--- config.mk ---
export PLATFORM = sky130hd
export DESIGN_NAME = lru_replacement_unit_flat
export DESIGN_NICKNAME = d
export VERILOG_FILES = /design/src/rtl/replacement_algorithm_pkg.sv /design/src/rtl/lru_replacement_unit_if.sv /design/src/rtl/lru_age_cell.sv /design/src/rtl/lru_replacement_unit.sv /design/src/flat_wrapper.sv
export SDC_FILE = /design/constraint.sdc
export NUM_CORES = 1
export LEC_CHECK = 0
export BUFFER_PORTS_ARGS = -buffer_cell sky130_fd_sc_hd__buf_4
export CELL_PAD_IN_SITES_DETAIL_PLACEMENT = 1
export CELL_PAD_IN_SITES_GLOBAL_PLACEMENT = 1
export CORE_MARGIN = 8
export CORE_UTILIZATION = 35
export DETAILED_ROUTE_END_ITERATION = 6
export PLACE_DENSITY_LB_ADDON = 0.12
export SLEW_MARGIN = 5
export SYNTH_ARGS = -nofsm -noshare
export SYNTH_HDL_FRONTEND = slang
export SYNTH_SLANG_ARGS = --single-unit
--- constraint.sdc ---
create_clock -name clock -period 6.8 [get_ports clock]
set_clock_uncertainty 0.1 [all_clocks]
set_input_delay 2.04 -clock clock [delete_from_list [all_inputs] [get_ports clock]]
set_output_delay 2.04 -clock clock [all_outputs]
set_load 0.02 [all_outputs]
--- src/rtl/replacement_algorithm_pkg.sv ---
// Shared helpers for cache replacement blocks: index width mapping, age type, reset ages.
// Pure types and constant functions; no logic, no latency.
package replacement_algorithm_pkg;

  localparam int MAX_COUNTER_WIDTH = 8;

  typedef logic [MAX_COUNTER_WIDTH-1:0] age_t;

  function automatic int counterWidth(input int n);
    int w;
    w = 0;
    while ((1 << w) < n) w++;
    return w;
  endfunction

  // Reset ordering makes line 0 the first victim, so an empty set fills 0,1,2,...
  function automatic age_t resetAge(input int index, input int n);
    return age_t'(n - 1 - index);
  endfunction

endpackage

--- src/rtl/lru_replacement_unit_if.sv ---
// Replacement-algorithm link between cache controller (master) and LRU tracker (slave).
// Notifications are single-cycle strobes; the victim index is a level, no backpressure.
interface lru_replacement_unit_if #(
  parameter int COUNTER_WIDTH = 2
);
  logic                     accessEnable;
  logic                     invalidateEnable;
  logic [COUNTER_WIDTH-1:0] lastAccessedCacheLine;
  logic [COUNTER_WIDTH-1:0] replacementCacheLine;

  modport master (
    output accessEnable,
    output invalidateEnable,
    output lastAccessedCacheLine,
    input  replacementCacheLine
  );

  modport slave (
    input  accessEnable,
    input  invalidateEnable,
    input  lastAccessedCacheLine,
    output replacementCacheLine
  );
endinterface

--- src/rtl/lru_age_cell.sv ---
// Age register for one cache line; moves relative to the broadcast age of the touched line.
// Latency 1 (updates on the sampling edge); no backpressure, every strobe is consumed.
module lru_age_cell
  import replacement_algorithm_pkg::*;
#(
  parameter int NUMBER_OF_CACHE_LINES = 4,
  parameter int COUNTER_WIDTH         = counterWidth(NUMBER_OF_CACHE_LINES)
) (
  input  logic                     clock,
  input  logic                     reset,
  input  logic [COUNTER_WIDTH-1:0] own_index,
  input  logic [COUNTER_WIDTH-1:0] reset_age,
  input  logic                     accessEnable,
  input  logic                     invalidateEnable,
  input  logic [COUNTER_WIDTH-1:0] lastAccessedCacheLine,
  input  logic [COUNTER_WIDTH-1:0] target_age,
  output logic [COUNTER_WIDTH-1:0] age,
  output logic                     isLru
);
  localparam logic [COUNTER_WIDTH-1:0] AGE_MAX = COUNTER_WIDTH'(NUMBER_OF_CACHE_LINES - 1);

  logic hit;
  assign hit   = (lastAccessedCacheLine == own_index);
  assign isLru = (age == AGE_MAX);

  // Only ages strictly between the target and the end move, so no counter can wrap.
  always_ff @(posedge clock or posedge reset) begin
    if (reset) begin
      age <= reset_age;
    end else if (accessEnable) begin
      if (hit)                    age <= '0;
      else if (age < target_age)  age <= age + COUNTER_WIDTH'(1);
    end else if (invalidateEnable) begin
      if (hit)                    age <= AGE_MAX;
      else if (age > target_age)  age <= age - COUNTER_WIDTH'(1);
    end
  end

endmodule

--- src/rtl/lru_replacement_unit.sv ---
// True-LRU victim tracker for one cache set; victim decoded from registered ages only.
// Latency 1 from notification to victim update; no backpressure.
module lru_replacement_unit
  import replacement_algorithm_pkg::*;
#(
  parameter int NUMBER_OF_CACHE_LINES = 4,
  parameter int COUNTER_WIDTH         = counterWidth(NUMBER_OF_CACHE_LINES)
) (
  input  logic                  clock,
  input  logic                  reset,
  lru_replacement_unit_if.slave rif
);
  logic [COUNTER_WIDTH-1:0]         ages [NUMBER_OF_CACHE_LINES];
  logic [NUMBER_OF_CACHE_LINES-1:0] is_lru;
  logic [COUNTER_WIDTH-1:0]         target_age;
  logic [COUNTER_WIDTH-1:0]         victim;

  assign target_age = ages[rif.lastAccessedCacheLine];

  for (genvar i = 0; i < NUMBER_OF_CACHE_LINES; i++) begin : g_cell
    lru_age_cell #(
      .NUMBER_OF_CACHE_LINES (NUMBER_OF_CACHE_LINES),
      .COUNTER_WIDTH         (COUNTER_WIDTH)
    ) u_cell (
      .clock                 (clock),
      .reset                 (reset),
      .own_index             (COUNTER_WIDTH'(i)),
      .reset_age             (COUNTER_WIDTH'(resetAge(i, NUMBER_OF_CACHE_LINES))),
      .accessEnable          (rif.accessEnable),
      .invalidateEnable      (rif.invalidateEnable),
      .lastAccessedCacheLine (rif.lastAccessedCacheLine),
      .target_age            (target_age),
      .age                   (ages[i]),
      .isLru                 (is_lru[i])
    );
  end

  // is_lru is one-hot by construction, so OR-ing indices is a valid encoder.
  always_comb begin
    victim = '0;
    for (int i = 0; i < NUMBER_OF_CACHE_LINES; i++) begin
      if (is_lru[i]) victim = victim | COUNTER_WIDTH'(i);
    end
  end

  assign rif.replacementCacheLine = victim;

`ifndef SYNTHESIS
  logic [NUMBER_OF_CACHE_LINES-1:0] age_seen;

  always_comb begin
    age_seen = '0;
    for (int i = 0; i < NUMBER_OF_CACHE_LINES; i++) age_seen[ages[i]] = 1'b1;
  end

  always_ff @(posedge clock) begin
    if (!reset) assert ((&age_seen) && $onehot(is_lru));
  end
`endif

endmodule
--- src/flat_wrapper.sv ---
// flat-port wrapper written by rule: the top's interface ports become plain ports
module lru_replacement_unit_flat import replacement_algorithm_pkg::*;
#(
  parameter int NUMBER_OF_CACHE_LINES = 4,
  parameter int COUNTER_WIDTH         = counterWidth(NUMBER_OF_CACHE_LINES)
)
  (clock, reset, rif_accessEnable, rif_invalidateEnable, rif_lastAccessedCacheLine, rif_replacementCacheLine);
  lru_replacement_unit_if #(.COUNTER_WIDTH(COUNTER_WIDTH)) rif_i ();
  input  logic clock;
  input  logic reset;
  input wire logic [$bits(rif_i.accessEnable)-1:0] rif_accessEnable;
  input wire logic [$bits(rif_i.invalidateEnable)-1:0] rif_invalidateEnable;
  input wire logic [$bits(rif_i.lastAccessedCacheLine)-1:0] rif_lastAccessedCacheLine;
  output wire logic [$bits(rif_i.replacementCacheLine)-1:0] rif_replacementCacheLine;
  assign rif_i.accessEnable = rif_accessEnable;
  assign rif_i.invalidateEnable = rif_invalidateEnable;
  assign rif_i.lastAccessedCacheLine = rif_lastAccessedCacheLine;
  assign rif_replacementCacheLine = rif_i.replacementCacheLine;
  lru_replacement_unit #(.NUMBER_OF_CACHE_LINES(NUMBER_OF_CACHE_LINES), .COUNTER_WIDTH(COUNTER_WIDTH)) u_core (.clock(clock), .reset(reset), .rif(rif_i));
endmodule
# --- Word-level counts from Yosys, hierarchy flattened ---
# Cells that the tools add are included.
classes:
  addsub: 8
  n_mul: 0
  div: 0
  n_lt_le_gt_ge: 9
  n_eq_ne: 10
  shifts: 0
  n_mux: 30
  n_bitwise: 1
  reduce_logical: 10
op_table:
  columns: ["cell", "n"]
  rows:
  - ["2-to-1 mux 2 bit", 28]
  - ["!= test 3 x 1 -> 1 bit, second input constant", 4]
  - ["AND reduction 3 bit", 4]
  - ["nonzero test 3 bit", 4]
  - ["equality test 2 bit, second input constant", 5]
  - ["adder 2 x 1 -> 2 bit, second input constant", 4]
  - ["> comparator 2 bit", 4]
  - ["< comparator 2 bit", 4]
  - ["subtractor 2 x 1 -> 2 bit, second input constant", 4]
  - ["binary-select mux 2 bit (select 2 bit)", 1]
  - [">= comparator 3 bit, second input constant", 1]
  - ["inverter 2 -> 3 bit", 1]
  - ["equality test 2 x 1 -> 1 bit, second input constant", 1]
  - ["logical NOT 2 bit", 1]
  - ["nonzero test 2 bit", 1]
  - ["2-to-1 mux 1 bit", 1]
word_totals:
  register_bits: 8
  latch_bits: 0
  ram_bits: 0
  romBits: 0
  in_bits: 6
  output_inout_bits: 2
  word_cells: 72
  mem_count: 0

# --- Depth between registers and ports, before layout ---
logic_depth:
  word_depth: 9
  depth_mapped: 8
  mapped_depth_nobuf: 8

# --- Least setup slack after synthesis ---
# OpenSTA, ideal clock, no wires.
synth_timing:
  path_type: "in2reg"
  start: "input port rif_lastAccessedCacheLine[1]"
  end: "register u_core.g_cell[2].u_cell.age[1]"
  setup_ns: 0.070
  arrival_time_ns: 3.668
  required_time_ns: 6.630
  setup_slack_ns: 2.962
  cell_stages: 7
  path_buffers: 0
  path_cell_list: "mux4_2 inv_1 ha_1 nor2b_1 o311a_1 a211o_1 nand4_1"
synth_between:
  elab_chain_len: 7
  word_cells_on_any_way: 14
  classes_between: "order compare (2); eq/ne (2); mux (7); bitwise (1); reduce/logical (2)"
synth_rtl:
  columns: ["element", "line", "text"]
  rows:
  - ["from (decl)", "flat_wrapper.sv:13", "input wire logic [$bits(rif_i.lastAccessedCacheLine)-1:0] rif_lastAccessedCacheLine;"]
  - ["inverter 2 -> 3 bit (not written as such)", "lru_replacement_unit.sv:18", "assign target_age = ages[rif.lastAccessedCacheLine];"]
  - ["binary-select mux 2 bit (select 2 bit)", "lru_replacement_unit.sv:18", null]
  - ["2-to-1 mux 2 bit (not written as such) (2 in a row)", "lru_replacement_unit.sv:18", null]
  - ["< comparator 2 bit / > comparator 2 bit (equally long branches)", "lru_age_cell.sv:32, lru_age_cell.sv:35", null]
  - ["!= test 3 x 1 -> 1 bit (no source line) / nonzero test 3 bit (equally long branches)", null, null]
  - ["AND reduction 3 bit (no source line)", null, null]
  - ["to (signal assigned)", "lru_age_cell.sv:29", "age <= reset_age;"]
  - ["to (signal assigned)", "lru_age_cell.sv:32", "else if (age < target_age) age <= age + COUNTER_WIDTH'(1);"]
  - ["to (signal assigned)", "lru_age_cell.sv:35", "else if (age > target_age) age <= age - COUNTER_WIDTH'(1);"]
  - ["to (decl)", "lru_age_cell.sv:17", "output logic [COUNTER_WIDTH-1:0] age,"]
# Several ways; a longest one is shown, not always the timed one. The select of a mux whose other input is x is not followed.
# A chain may end at the register's enable or synchronous reset.

# --- Worst setup path in the final report ---
layout_timing:
  start: "input port rif_lastAccessedCacheLine[1]"
  end: "register u_core.g_cell[1].u_cell.age[0]"
layout_between:
  elab_chain_len: 7
  word_cells_on_any_way: 14
  classes_between: "order compare (2); eq/ne (2); mux (7); bitwise (1); reduce/logical (2)"
layout_rtl:
  columns: ["element", "line"]
  rows:
  - ["inverter 2 -> 3 bit (not written as such)", "lru_replacement_unit.sv:18"]
  - ["binary-select mux 2 bit (select 2 bit)", "lru_replacement_unit.sv:18"]
  - ["2-to-1 mux 2 bit (not written as such) (2 in a row)", "lru_replacement_unit.sv:18"]
  - ["< comparator 2 bit / > comparator 2 bit (equally long branches)", "lru_age_cell.sv:32, lru_age_cell.sv:35"]
  - ["!= test 3 x 1 -> 1 bit (no source line) / nonzero test 3 bit (equally long branches)", null]
  - ["AND reduction 3 bit (no source line)", null]
  - ["to (signal assigned)", "lru_age_cell.sv:29"]
  - ["to (signal assigned)", "lru_age_cell.sv:32"]
  - ["to (signal assigned)", "lru_age_cell.sv:35"]
  - ["to (decl)", "lru_age_cell.sv:17"]
# Several ways; a longest one is shown, not always the timed one. The select of a mux whose other input is x is not followed.

==> run_results.csv <==
group,metric,value,unit
worst_setup_path,crit_cells,7,
timing,finalHoldWorstSlack,430,ps
worst_setup_path,cp.arrival,3960,ps
synthesis,ys_ff_latch,8,
clock_tree,ctsRootBufferMaster,"clkbuf_4",
synthesis,synth_cells,100,
timing,hold_viol_final,0,
timing,worst_pin_slew,430,ps
die,dieArea,0.00419,mm²
worst_hold_path,whs_path_depth,2,
synthesis,ys_types,33,
synthesis,synth_area_leaders,"ha_1 17%, dfstp_2 13%, dfrtp_1 12%",
pwr,power.leakage,0.423,nW
pwr,finalPower,0.489,mW
detailed_routing,routed_via_density,5.92,
worst_setup_path,critPathCaptureType,"register",
synthesis,synth_compound_area_frac,0.264,
worst_setup_path,reg2reg_depth,6,
clock_tree,cts_tree,"done",
synthesis,synth_common_cells,"11 x ha_1, 9 x a21oi_1, 9 x nand2_1, 9 x o21ai_1, 7 x inv_1",
place,gp_congestion,0.780,
worst_hold_path,min_path_type,"reg -> reg",
place,port_buffers,7,
die,die_height,64.7,µm
worst_setup_path,cpPeakStageDelay,580,ps
synthesis,ys_warn_count,0,
timing,final.min_clock_period,3900,ps
place,hpwl,1.87,mm
worst_setup_path,path_buf_inv,1,
timing,drv_slew,0,
layout,largest-register,"u_core.g_cell.u_cell.age",
clock_tree,cts_buffers,3,
die,fp.dieW,64.7,µm
clock_tree,h-tree-depth,1,
synthesis,seq_area_frac_synth,0.247,
worst_setup_path,crit_start,"rif_lastAccessedCacheLine[1]",
global_route,grt_overflow_total,0,
global_route,grt.total_usage,0.126,
detailed_routing,num_vias,817,
global_route,grt_pass1_wl,4.20,mm
layout,drive_gt1_frac,0.200,
layout,largest_registers,"u_core.g_cell.u_cell.age x8",
place,dp_cells,134,
worst_setup_path,worst_ep_required_time,6860,ps
detailed_routing,wirelength,2.37,mm
layout,diodes,0,
worst_setup_path,timing.rr.start,"u_core.g_cell[3].u_cell.age[0]",
timing,timing.fmax,256,MHz
detailed_routing,wl_per_cell,17.1,µm
layout,largest_register_ffs,8,
detailed_routing,ant_nets,0,
die,initial_core_util,0.372,
clock_tree,cts_resized,0,
worst_setup_path,r2r-end,"u_core.g_cell[1].u_cell.age[0]",
detailed_routing,drt_iter0_drc,13,
synthesis,synthDominantCellAreaShare,0.166,
layout,area_delta_synth_final,13.1,%
clock_tree,cts_hold_buf,0,
place,place_area,913,µm²
global_route,grt_max_degree,14,
pwr,ir_drop,0.217,mV
synthesis,syn_area,831,µm²
worst_setup_path,crit_slowest_cell,"mux4_2",
clock_tree,cts_setup_buffers,0,
global_route,antenna_found_initial,0,
synthesis,ys.flop_type,"dfstp_2",
timing,final-setup-viol-count,0,
global_route,grt_pass1_vias,844,
clock_tree,clock_path_buffers,2,
place,preCtsSetupSlack,2580,ps
worst_setup_path,path_delay_family,"compound AO/OA/AOI/OAI gates",
outcome,status,"completed",
worst_setup_path,crit_end,"u_core.g_cell[1].u_cell.age[0]",
timing,relSlewSlack,0.712,
pwr,powerDensity,520,mW/mm²
clock_tree,insertion_delay,270,ps
timing,period_share,0.574,
synthesis,synth_top_family_by_area,"compound AO/OA/AOI/OAI gates",
layout,nets,128,
synthesis,yosys.area.top_type,"ha_1",
synthesis,yosys.area_share.simple,0.205,
detailed_routing,firstDrtPassIters,5,
layout,fin_area,940,µm²
worst_setup_path,startpoint_type,"primary input",
synthesis,synth_adder_area_share,0.166,
synthesis,syn_avg_cell_area,8.31,µm²
worst_setup_path,cp_max_fo,7,
worst_setup_path,path_cells,"buf_4, mux4_2, ha_1, nor3b_1, o21ai_0, o311a_1, o41ai_1",
synthesis,syn_nets,117,
die,boundaryPins,8,
synthesis,yosys-mux-area-fraction,0.0663,
layout,fin_cells,138,
clock_tree,clock_sinks,8,
synthesis,synthArstFlopShare,1.00,
timing,finalSetupTns,0,ps
worst_setup_path,reg2reg_slack,4350,ps
job,cap_violations,0,
synthesis,synth-edff-count,0,
die,coreArea,0.00223,mm²
layout,final_util,0.421,
synthesis,yosysMostFrequentCell,"ha_1",
detailed_routing,detail_route.drc_violations,0,
clock_tree,clkSlewWorstSetupHoldPaths,70,ps
die,row_count,17,
worst_setup_path,path_class,"in -> reg",
timing,fin_ws,2900,ps
timing,rsz0062_at_grt,"no",
synthesis,synthXorXnorAreaFrac,0.0105,
==> per-layer routing <==
layer | GRT usage | up-vias | wire [µm]
li1 | - | 397 | -
met1 | 0.157 | 407 | 1080
met2 | 0.215 | 11 | 1200
met3 | 0.0378 | 2 | 71
met4 | 0.0163 | 0 | 18
met5 | 0 | - | 0
==> cell families (layout without fill, tap and decap cells) <==
| logic type | count (synthesis) | in the layout |
|---|---|---|
| compound gates | 36 | 36 |
| xor+xnor | 1 | 1 |
| fa+ha+maj | 11 | 11 |
| buf+inv | 9 | 19 |
| flops | 8 | 8 |
| mux | 3 | 3 |
| simple gates | 32 | 32 |
==> power by group <==
group / switching (mW) / internal (mW) / leakage (nW)
logic: 0.170 / 0.154 / 0.318
clock network: 0.0216 / 0.0227 / 0.0150
registers: 0.0380 / 0.0824 / 0.0901
total: 0.230 / 0.259 / 0.423
==> placed cells by master, fill, tap and decap left out, types with 2 or more instances in the layout <==
| cell type | count |
|---|---|
| dfstp_2 | 4 |
| or2_2 | 3 |
| nand2b_1 | 3 |
| dfrtp_1 | 4 |
| inv_1 | 7 |
| a31oi_1 | 4 |
| nor2_1 | 6 |
| nand4_1 | 2 |
| buf_4 | 7 |
| o311a_1 | 2 |
| nor2b_1 | 4 |
| a21oi_1 | 9 |
| ha_1 | 11 |
| mux4_2 | 2 |
| o21ai_1 | 9 |
| nand2_1 | 9 |
| clkbuf_4 | 3 |
| o21ai_0 | 4 |
==> cell type report <==
type,instances,area (µm²)
Multi-Input combinational cell,83,591
Timing Repair Buffer,7,52.6
Clock buffer,4,26.3
Inverter,8,30.0
Sequential cell,8,205
Tap cell,28,35.0
Fill cell,302,1290
==> tightest hold or removal path, stage by stage (launching register included) <==
cell and delay [ps]:
dfstp_2 390, o21ai_1 70, o21ai_1 70
==> worst min path at each step <==
stage / startpoint / to / slack (ps)
finish: u_core.g_cell[1].u_cell.age[1] / u_core.g_cell[1].u_cell.age[1] / 430
global route: u_core.g_cell[1].u_cell.age[1] / u_core.g_cell[1].u_cell.age[1] / 450
CTS: u_core.g_cell[1].u_cell.age[1] / u_core.g_cell[1].u_cell.age[1] / 430
detailed placement: u_core.g_cell[1].u_cell.age[1] / u_core.g_cell[1].u_cell.age[1] / 420
global placement: u_core.g_cell[1].u_cell.age[1] / u_core.g_cell[1].u_cell.age[1] / 410
floorplan: u_core.g_cell[1].u_cell.age[1] / u_core.g_cell[1].u_cell.age[1] / 380
Power figures use the tool's default switching activity.
